File: src/rtl/if_id_stage.sv
// IF/ID boundary: PC register, single-outstanding fetch, one-entry skid buffer and the
// IF/ID pipeline register with opcode pre-decode into the immediate-type select.
module if_id_stage #(
  parameter int unsigned       DWIDTH   = 32,
  parameter int unsigned       IWIDTH   = 32,
  parameter logic [DWIDTH-1:0] RESET_PC = '0
) (
  input  logic              clk,
  input  logic              rst,
  output logic              imem_req,
  output logic [DWIDTH-1:0] imem_addr,
  input  logic [IWIDTH-1:0] imem_rdata,
  input  logic              imem_valid,
  input  logic              stall,
  input  logic              flush,
  input  logic [DWIDTH-1:0] redirect_pc,
  output logic              id_valid,
  output logic [DWIDTH-1:0] id_pc,
  output logic [IWIDTH-1:0] id_inst,
  output logic [2:0]        id_immsel,
  output logic              id_illegal
);

  localparam logic [IWIDTH-1:0] Nop = IWIDTH'(32'h0000_0013);

  typedef enum logic [0:0] {StFetch, StSkid} state_e;

  state_e            state_q, state_d;
  logic [DWIDTH-1:0] pc_q, pc_d;
  logic [DWIDTH-1:0] skid_pc_q, skid_pc_d;
  logic [IWIDTH-1:0] skid_inst_q, skid_inst_d;
  logic              id_valid_q, id_valid_d;
  logic [DWIDTH-1:0] id_pc_q, id_pc_d;
  logic [IWIDTH-1:0] id_inst_q, id_inst_d;
  logic [2:0]        id_immsel_q, id_immsel_d;
  logic              id_illegal_q, id_illegal_d;

  logic              accept, load, skid_full;
  logic [IWIDTH-1:0] src_inst;
  logic [DWIDTH-1:0] src_pc;
  logic [2:0]        src_immsel;

  function automatic logic [2:0] immsel_of(input logic [6:0] opcode);
    case (opcode)
      7'b0010011, 7'b0000011, 7'b1100111, 7'b0110011, 7'b1110011: immsel_of = 3'b000;
      7'b0100011:                                                 immsel_of = 3'b001;
      7'b1100011:                                                 immsel_of = 3'b010;
      7'b0110111, 7'b0010111:                                     immsel_of = 3'b011;
      7'b1101111:                                                 immsel_of = 3'b100;
      default:                                                    immsel_of = 3'b111;
    endcase
  endfunction

  // The skid buffer is full exactly when the FSM sits in StSkid.
  assign skid_full  = (state_q == StSkid);
  assign imem_req   = (state_q == StFetch) && !rst;
  assign imem_addr  = pc_q;
  assign accept     = imem_valid && (state_q == StFetch);
  assign load       = !id_valid_q || !stall;
  assign src_inst   = skid_full ? skid_inst_q : imem_rdata;
  assign src_pc     = skid_full ? skid_pc_q : pc_q;
  assign src_immsel = immsel_of(src_inst[6:0]);

  always_comb begin
    state_d      = state_q;
    pc_d         = pc_q;
    skid_pc_d    = skid_pc_q;
    skid_inst_d  = skid_inst_q;
    id_valid_d   = id_valid_q;
    id_pc_d      = id_pc_q;
    id_inst_d    = id_inst_q;
    id_immsel_d  = id_immsel_q;
    id_illegal_d = id_illegal_q;

    if (flush) begin
      state_d      = StFetch;
      pc_d         = redirect_pc;
      id_valid_d   = 1'b0;
      id_inst_d    = Nop;
      id_immsel_d  = 3'b000;
      id_illegal_d = 1'b0;
    end else begin
      if (accept) pc_d = pc_q + DWIDTH'(4);
      if (load) begin
        if (skid_full || accept) begin
          state_d      = StFetch;
          id_valid_d   = 1'b1;
          id_pc_d      = src_pc;
          id_inst_d    = src_inst;
          id_immsel_d  = src_immsel;
          id_illegal_d = (src_immsel == 3'b111);
        end else begin
          // Bubble: payload fields keep their last values.
          id_valid_d = 1'b0;
        end
      end else if (accept) begin
        skid_inst_d = imem_rdata;
        skid_pc_d   = pc_q;
        state_d     = StSkid;
      end
    end
  end

  always_ff @(posedge clk or posedge rst) begin
    if (rst) state_q <= StFetch;
    else     state_q <= state_d;
  end

  always_ff @(posedge clk or posedge rst) begin
    if (rst) begin
      pc_q         <= RESET_PC;
      skid_pc_q    <= '0;
      skid_inst_q  <= Nop;
      id_valid_q   <= 1'b0;
      id_pc_q      <= '0;
      id_inst_q    <= Nop;
      id_immsel_q  <= 3'b000;
      id_illegal_q <= 1'b0;
    end else begin
      pc_q         <= pc_d;
      skid_pc_q    <= skid_pc_d;
      skid_inst_q  <= skid_inst_d;
      id_valid_q   <= id_valid_d;
      id_pc_q      <= id_pc_d;
      id_inst_q    <= id_inst_d;
      id_immsel_q  <= id_immsel_d;
      id_illegal_q <= id_illegal_d;
    end
  end

  assign id_valid   = id_valid_q;
  assign id_pc      = id_pc_q;
  assign id_inst    = id_inst_q;
  assign id_immsel  = id_immsel_q;
  assign id_illegal = id_illegal_q;

endmodule

File: config.mk
export PLATFORM = sky130hd
export DESIGN_NAME = if_id_stage
export DESIGN_NICKNAME = d
export VERILOG_FILES = /design/src/rtl/if_id_stage.sv
export SDC_FILE = /design/constraint.sdc
export NUM_CORES = 1
export LEC_CHECK = 0
export CAP_MARGIN = 20
export CORE_AREA = 2 2 123 137
export CTS_CLUSTER_SIZE = 16
export DETAILED_ROUTE_END_ITERATION = 7
export DIE_AREA = 0 0 125 139
export HOLD_SLACK_MARGIN = 0.05
export PLACE_DENSITY = 0.76
export SYNTH_ARGS = -nofsm -noshare
export SYNTH_HDL_FRONTEND = slang
export SYNTH_SLANG_ARGS = --single-unit
File: constraint.sdc
create_clock -name clk -period 8.1 [get_ports clk]
set_input_delay 1.62 -clock clk [delete_from_list [all_inputs] [get_ports clk]]
set_output_delay 1.62 -clock clk [all_outputs]
set_load 0.05 [all_outputs]
==> run summary <==
outcome = completed
worst slack, placed = 3200 ps
Reg area = 4170 sq um
routed via count = 5724
Syn Nets = 738
vias in the first global route = 5855
Worst EP required = 6480 ps
clk slew on worst S/H paths = 60 ps
Boundary Pins = 171
nets@finish = 883
Ys Warns = 0
clk sinks = 166
Post-Syn Area = 7570 sq um
first-pass GRT wire length = 29.6 mm
CTS Buf Count = 17
post-route insts no fill = 1029
hpwl dp = 12.1 mm
Max Clk Rate = 214 MHz
Synth top cells by count = 160 x dfrtp_1, 68 x mux2_2, 66 x mux2i_1, 65 x nand2_1, 49 x o21ai_0
Routed WL = 17.8 mm
Seq/Total Area, Yosys = 54.9%
WHS Endpoint = id_pc[24]
WL per Instance = 17.3 um
initial DRC count = 289
CTS tree = done
hold crit path type = reg -> reg
Fin Setup TNS = 0 ps
Die Y = 139 um
Max-slew headroom = 31.3%
Synth top area share = 52.9%
post-synth top area cell = dfrtp_1
multi-input logic area = 3210 sq um
Fin Hold WS = 479 ps
Worst VDD drop = 0.135 mV
CP Class = in -> out
fin worst setup slack = 3430 ps
Synth cell types = 52
Mapped Avg Cell Area = 11.3 sq um
DRC viols = 0
CTS Hold Buffers Added = 0
Avg Vias per Cell = 5.56
I/O Buffers = 170
PwrDens = 248 nW/um^2
# resized after CTS = 0
Critical R2R Launch = skid_full
placed cells = 998
post-layout util = 62.0%
Die W = 125 um
# Max-Cap Violations = 0
Crit. End Element = output port
CP max FO = 2
synth top area cells = dfrtp_1 53%, mux2_2 10%, mux2i_1 8.7%
hold depth = 2
final setup violation count = 0
Hold Crit Start = id_pc[24]
global route overflow = 0
CP arrival = 3050 ps
Std-Cell Rows = 49
initial antenna violation count = 0
Setup Skew = 8.27 ps
DRT antenna net count = 0
area delta synth->final = 31.5%
Final Critical Period = 4670 ps
share of cells above drive strength 1 = 14.2%
CTS Root Buffer Type = clkbuf_16
R2R depth = 5
Post-synth EDFFs = 0
clock latency on the worst-skew pair = 420 ps
Slew Limit Fails = 0
CTS Buffer Depth = 2
R2R Path End = id_illegal
Worst Max-Slew Pin Slew = 1030 ps
most frequent cell after synthesis = dfrtp_1
#FFs+latches synth = 166
routability congestion estimate = 0.792
R2R setup slack = 5060 ps
final hold violations = 0
post-CTS setup buffers = 0
Primary FF master, synth = dfrtp_1
Fillers = 1259
CP startpoint kind = primary input
ANT cells = 0
crit share post-route = 57.7%
largest net degree at the start of global routing = 93
fraction of registers with async set/reset = 100%
leakage = 3.96 nW
Die Area = 17400 sq um
Synth Instances = 668
first-pass detailed-route iteration total = 4
H-tree depth = 4
Initial Utilization = 47.2%
Core Region = 16100 sq um
RSZ-0062 raised after global routing = false
Tot GR Track Use = 20.9%
## how the worst max path moves through the flow
| stage | from | endpoint | cells after the start |
|---|---|---|---|
| floorplan | rst | id_illegal | 1 |
| detailed placement | flush | id_immsel[1] | 6 |
| CTS | rst | imem_req | 3 |
| global route | flush | id_illegal | 6 |
| finish | rst | imem_req | 3 |
| global placement | flush | id_immsel[1] | 6 |
## state kept, by name (all words and copies together), names as in the netlist
register	flops
id_immsel	3
id_inst	32
skid_inst_q	32
skid_pc_q	32
imem_addr	32
id_illegal	1
id_pc	32
skid_full	1
id_valid	1
## routing by layer
metal	vias up	wire length (um)	track usage (%)
li1	2712	-	-
met1	2831	7810	27.2
met2	161	8620	33.8
met3	20	1130	5.83
met4	0	246	7.43
met5	-	0	0
## cell type report
type / instances / share of cell area (%)
sequential: 166 / 41.8
timing repair buffer: 176 / 17.5
tap: 204 / 2.56
inverter: 6 / 0.276
clock inverter: 9 / 1.03
clock buffer: 22 / 4.66
multi-input combinational: 446 / 32.2
## logic make-up (layout without fill, tap and decap cells)
logic type	after synthesis	count (layout)	synth area share, %
AND/OR/NAND/NOR	180	180	11.4
flip-flops	166	166	54.9
multiplexers	134	134	18.8
AO/OA/AOI/OAI	119	119	10.2
buffers and inverters	56	213	3.07
XOR/XNOR	12	12	1.39
adder cells (fa/ha/maj)	1	1	0.165
## cells in the final DEF (no fill, tap or decap), drive strengths merged, types with 11 or more instances in the layout
| cell | n |
|---|---|
| clkdlybuf4s50 | 169 |
| mux2 | 68 |
| dfrtp | 160 |
| nand4 | 11 |
| or4 | 13 |
| mux2i | 66 |
| clkbuf | 22 |
| nand3 | 15 |
| a211oi | 28 |
| nand2 | 65 |
| o21ai | 50 |
| nor2 | 47 |
## stage by stage
step                cell area [sq um]  power [mW]
finish                           9960        2.47
global route                     9960        2.59
floorplan                        7570        1.49
detailed placement               9400        1.71
global placement                 9400        1.69
CTS                              9960        2.50
## where the power goes
part | leakage (nW) | switching, mW | internal [mW]
registers | 2.04 | 0.105 | 0.979
clock network | 0.272 | 0.310 | 0.466
logic | 1.65 | 0.364 | 0.248
total | 3.96 | 0.779 | 1.69
## critical path, cell delays in order
cell	delay, ps
clkdlybuf4s50_1	490
nor2_1	130
clkdlybuf4s50_1	810
Power figures use the tool's default switching activity.
==> patch: new RTL, same flow settings <==
Change the parameter `DWIDTH` from 32 to 36.
--- a/src/rtl/if_id_stage.sv
+++ b/src/rtl/if_id_stage.sv
@@ -3,3 +3,3 @@
 module if_id_stage #(
-  parameter int unsigned       DWIDTH   = 32,
+  parameter int unsigned       DWIDTH   = 36,
   parameter int unsigned       IWIDTH   = 32,
Interface: changed (resized id_pc, imem_addr and redirect_pc); port bits go from 171 to 183. The function was not compared with the original's and may differ.
==> patch against the unedited design <==
Sequential share of layout area is 0.054 points lower. Setup slack better by 0.011 ns. Highest routed layer unchanged. Core utilization is 4.6 points higher. Largest cell class unchanged. Routed wire length is 11% higher. Clock skew is 0.00076 ns higher. Area after synthesis is 7.9% higher. Sequential cell count is 12 higher. Cell area is 7.3% higher. Global-route usage is 2.4 points higher. Power is 4.8% higher.
==> patch: results (changes against the unedited design) <==
Sequential cell area -> 4470 µm² (+7.2%)
Netlist cell types -> 48 (-7.7%)
Adder-cell share of the synthesized area -> 0.00153 (-0.000122)
Global-route wire length before repair -> 32700 µm (+11%)
Mux share of post-synthesis cell area -> 0.183 (-0.00483)
CLK BUF -> 20 (-9.1%)
Complex-gate fraction of the synthesized area -> 0.0863 (-0.0156)
Worst reg2reg path depth -> 6 (+1)
Hold Path Depth -> 1 (-1)
VDD IR max -> 0.122 mV (-9.5%)
Total iterations of the first detailed-routing run -> 5 (+1)
Fillers -> 1266 (+0.56%)
Multi-input gates -> 493 (+11%)
Routability cong. -> 0.791 (-0.11%)
Pleak -> 0.00432 µW (+8.9%)
Clock network area share -> 0.0527 (-0.00425)
Synth area leaders -> dfrtp_1 (53%), mux2i_1 (8.6%), mux2_1 (6.6%), nand2_1 (4.1%), o21ai_1 (3.9%)
Final wirelength -> 19800 µm (+11%)
Vias -> 6112 (+6.8%)
Headroom to the max-slew limit -> 0.413 (+0.0999)
Mapped Cells -> 725 (+8.5%)
Initial drt markers -> 405 (+40%)
Status -> completed
XOR/XNOR share of the synthesized area -> 0.0353 (+0.0215)
Footprint of the multi-input gates -> 3490 µm² (+8.8%)
Post-DP Area -> 10100 µm² (+7.5%)
Pwr dens -> 242 nW/µm² (-2.4%)
CP arrival -> 3.04 ns (about the same)
Hpwl dp -> 13100 µm (+8.5%)
Clock skew -> 0.00904 ns (+0.000764 ns)
Non-clock inverters -> 5 (-1)
Post-CTS setup buffers -> 0 (unchanged)
Count of input and output buffers -> 182 (+7.1%)
Clock Sinks -> 178 (+7.2%)
Dpl ws -> 3.44 ns (+0.244 ns)
Register area share after synthesis -> 0.546 (-0.00371)
Non-clk buf share -> 0.178 (+0.00278)
Net count after synthesis -> 799 (+8.3%)
Pin count of the biggest net entering global routing -> 98 (+5.4%)
Total global-route track usage -> 0.234 (+0.0242)
Clock Latency Late Sink -> 0.43 ns
[patch: routing by layer]
layer / global-route usage / up-vias / part of all wire
met5: 0 / - / 0
met4: 0.0602 / 0 / 0.011
met3: 0.0768 / 19 / 0.073
met2: 0.388 / 186 / 0.49
met1: 0.297 / 3026 / 0.42
li1: - / 2881 / -
[patch: path summary, 6_finish.rpt]
| path | from | end | slack (ns) |
|---|---|---|---|
| setup / recovery | rst | imem_req | 3.44 |
| hold / removal | skid_pc_q[4] | skid_pc_q[4] | 0.48 |
| setup reg to reg | skid_full | id_inst[17] | 4.97 |
| hold reg to reg | skid_pc_q[4] | skid_pc_q[4] | 0.48 |
| max in group asynchronous | rst | id_pc[7] | 5.17 |
| min in group asynchronous | rst | imem_addr[0] | 1.78 |
[patch: power by group]
part | switching, µW | leakage (µW) | internal (µW)
sequential | 110 | 0.00221 | 1050
combinational | 392 | 0.00182 | 254
clock | 347 | 0.000280 | 440
total | 849 | 0.00432 | 1740
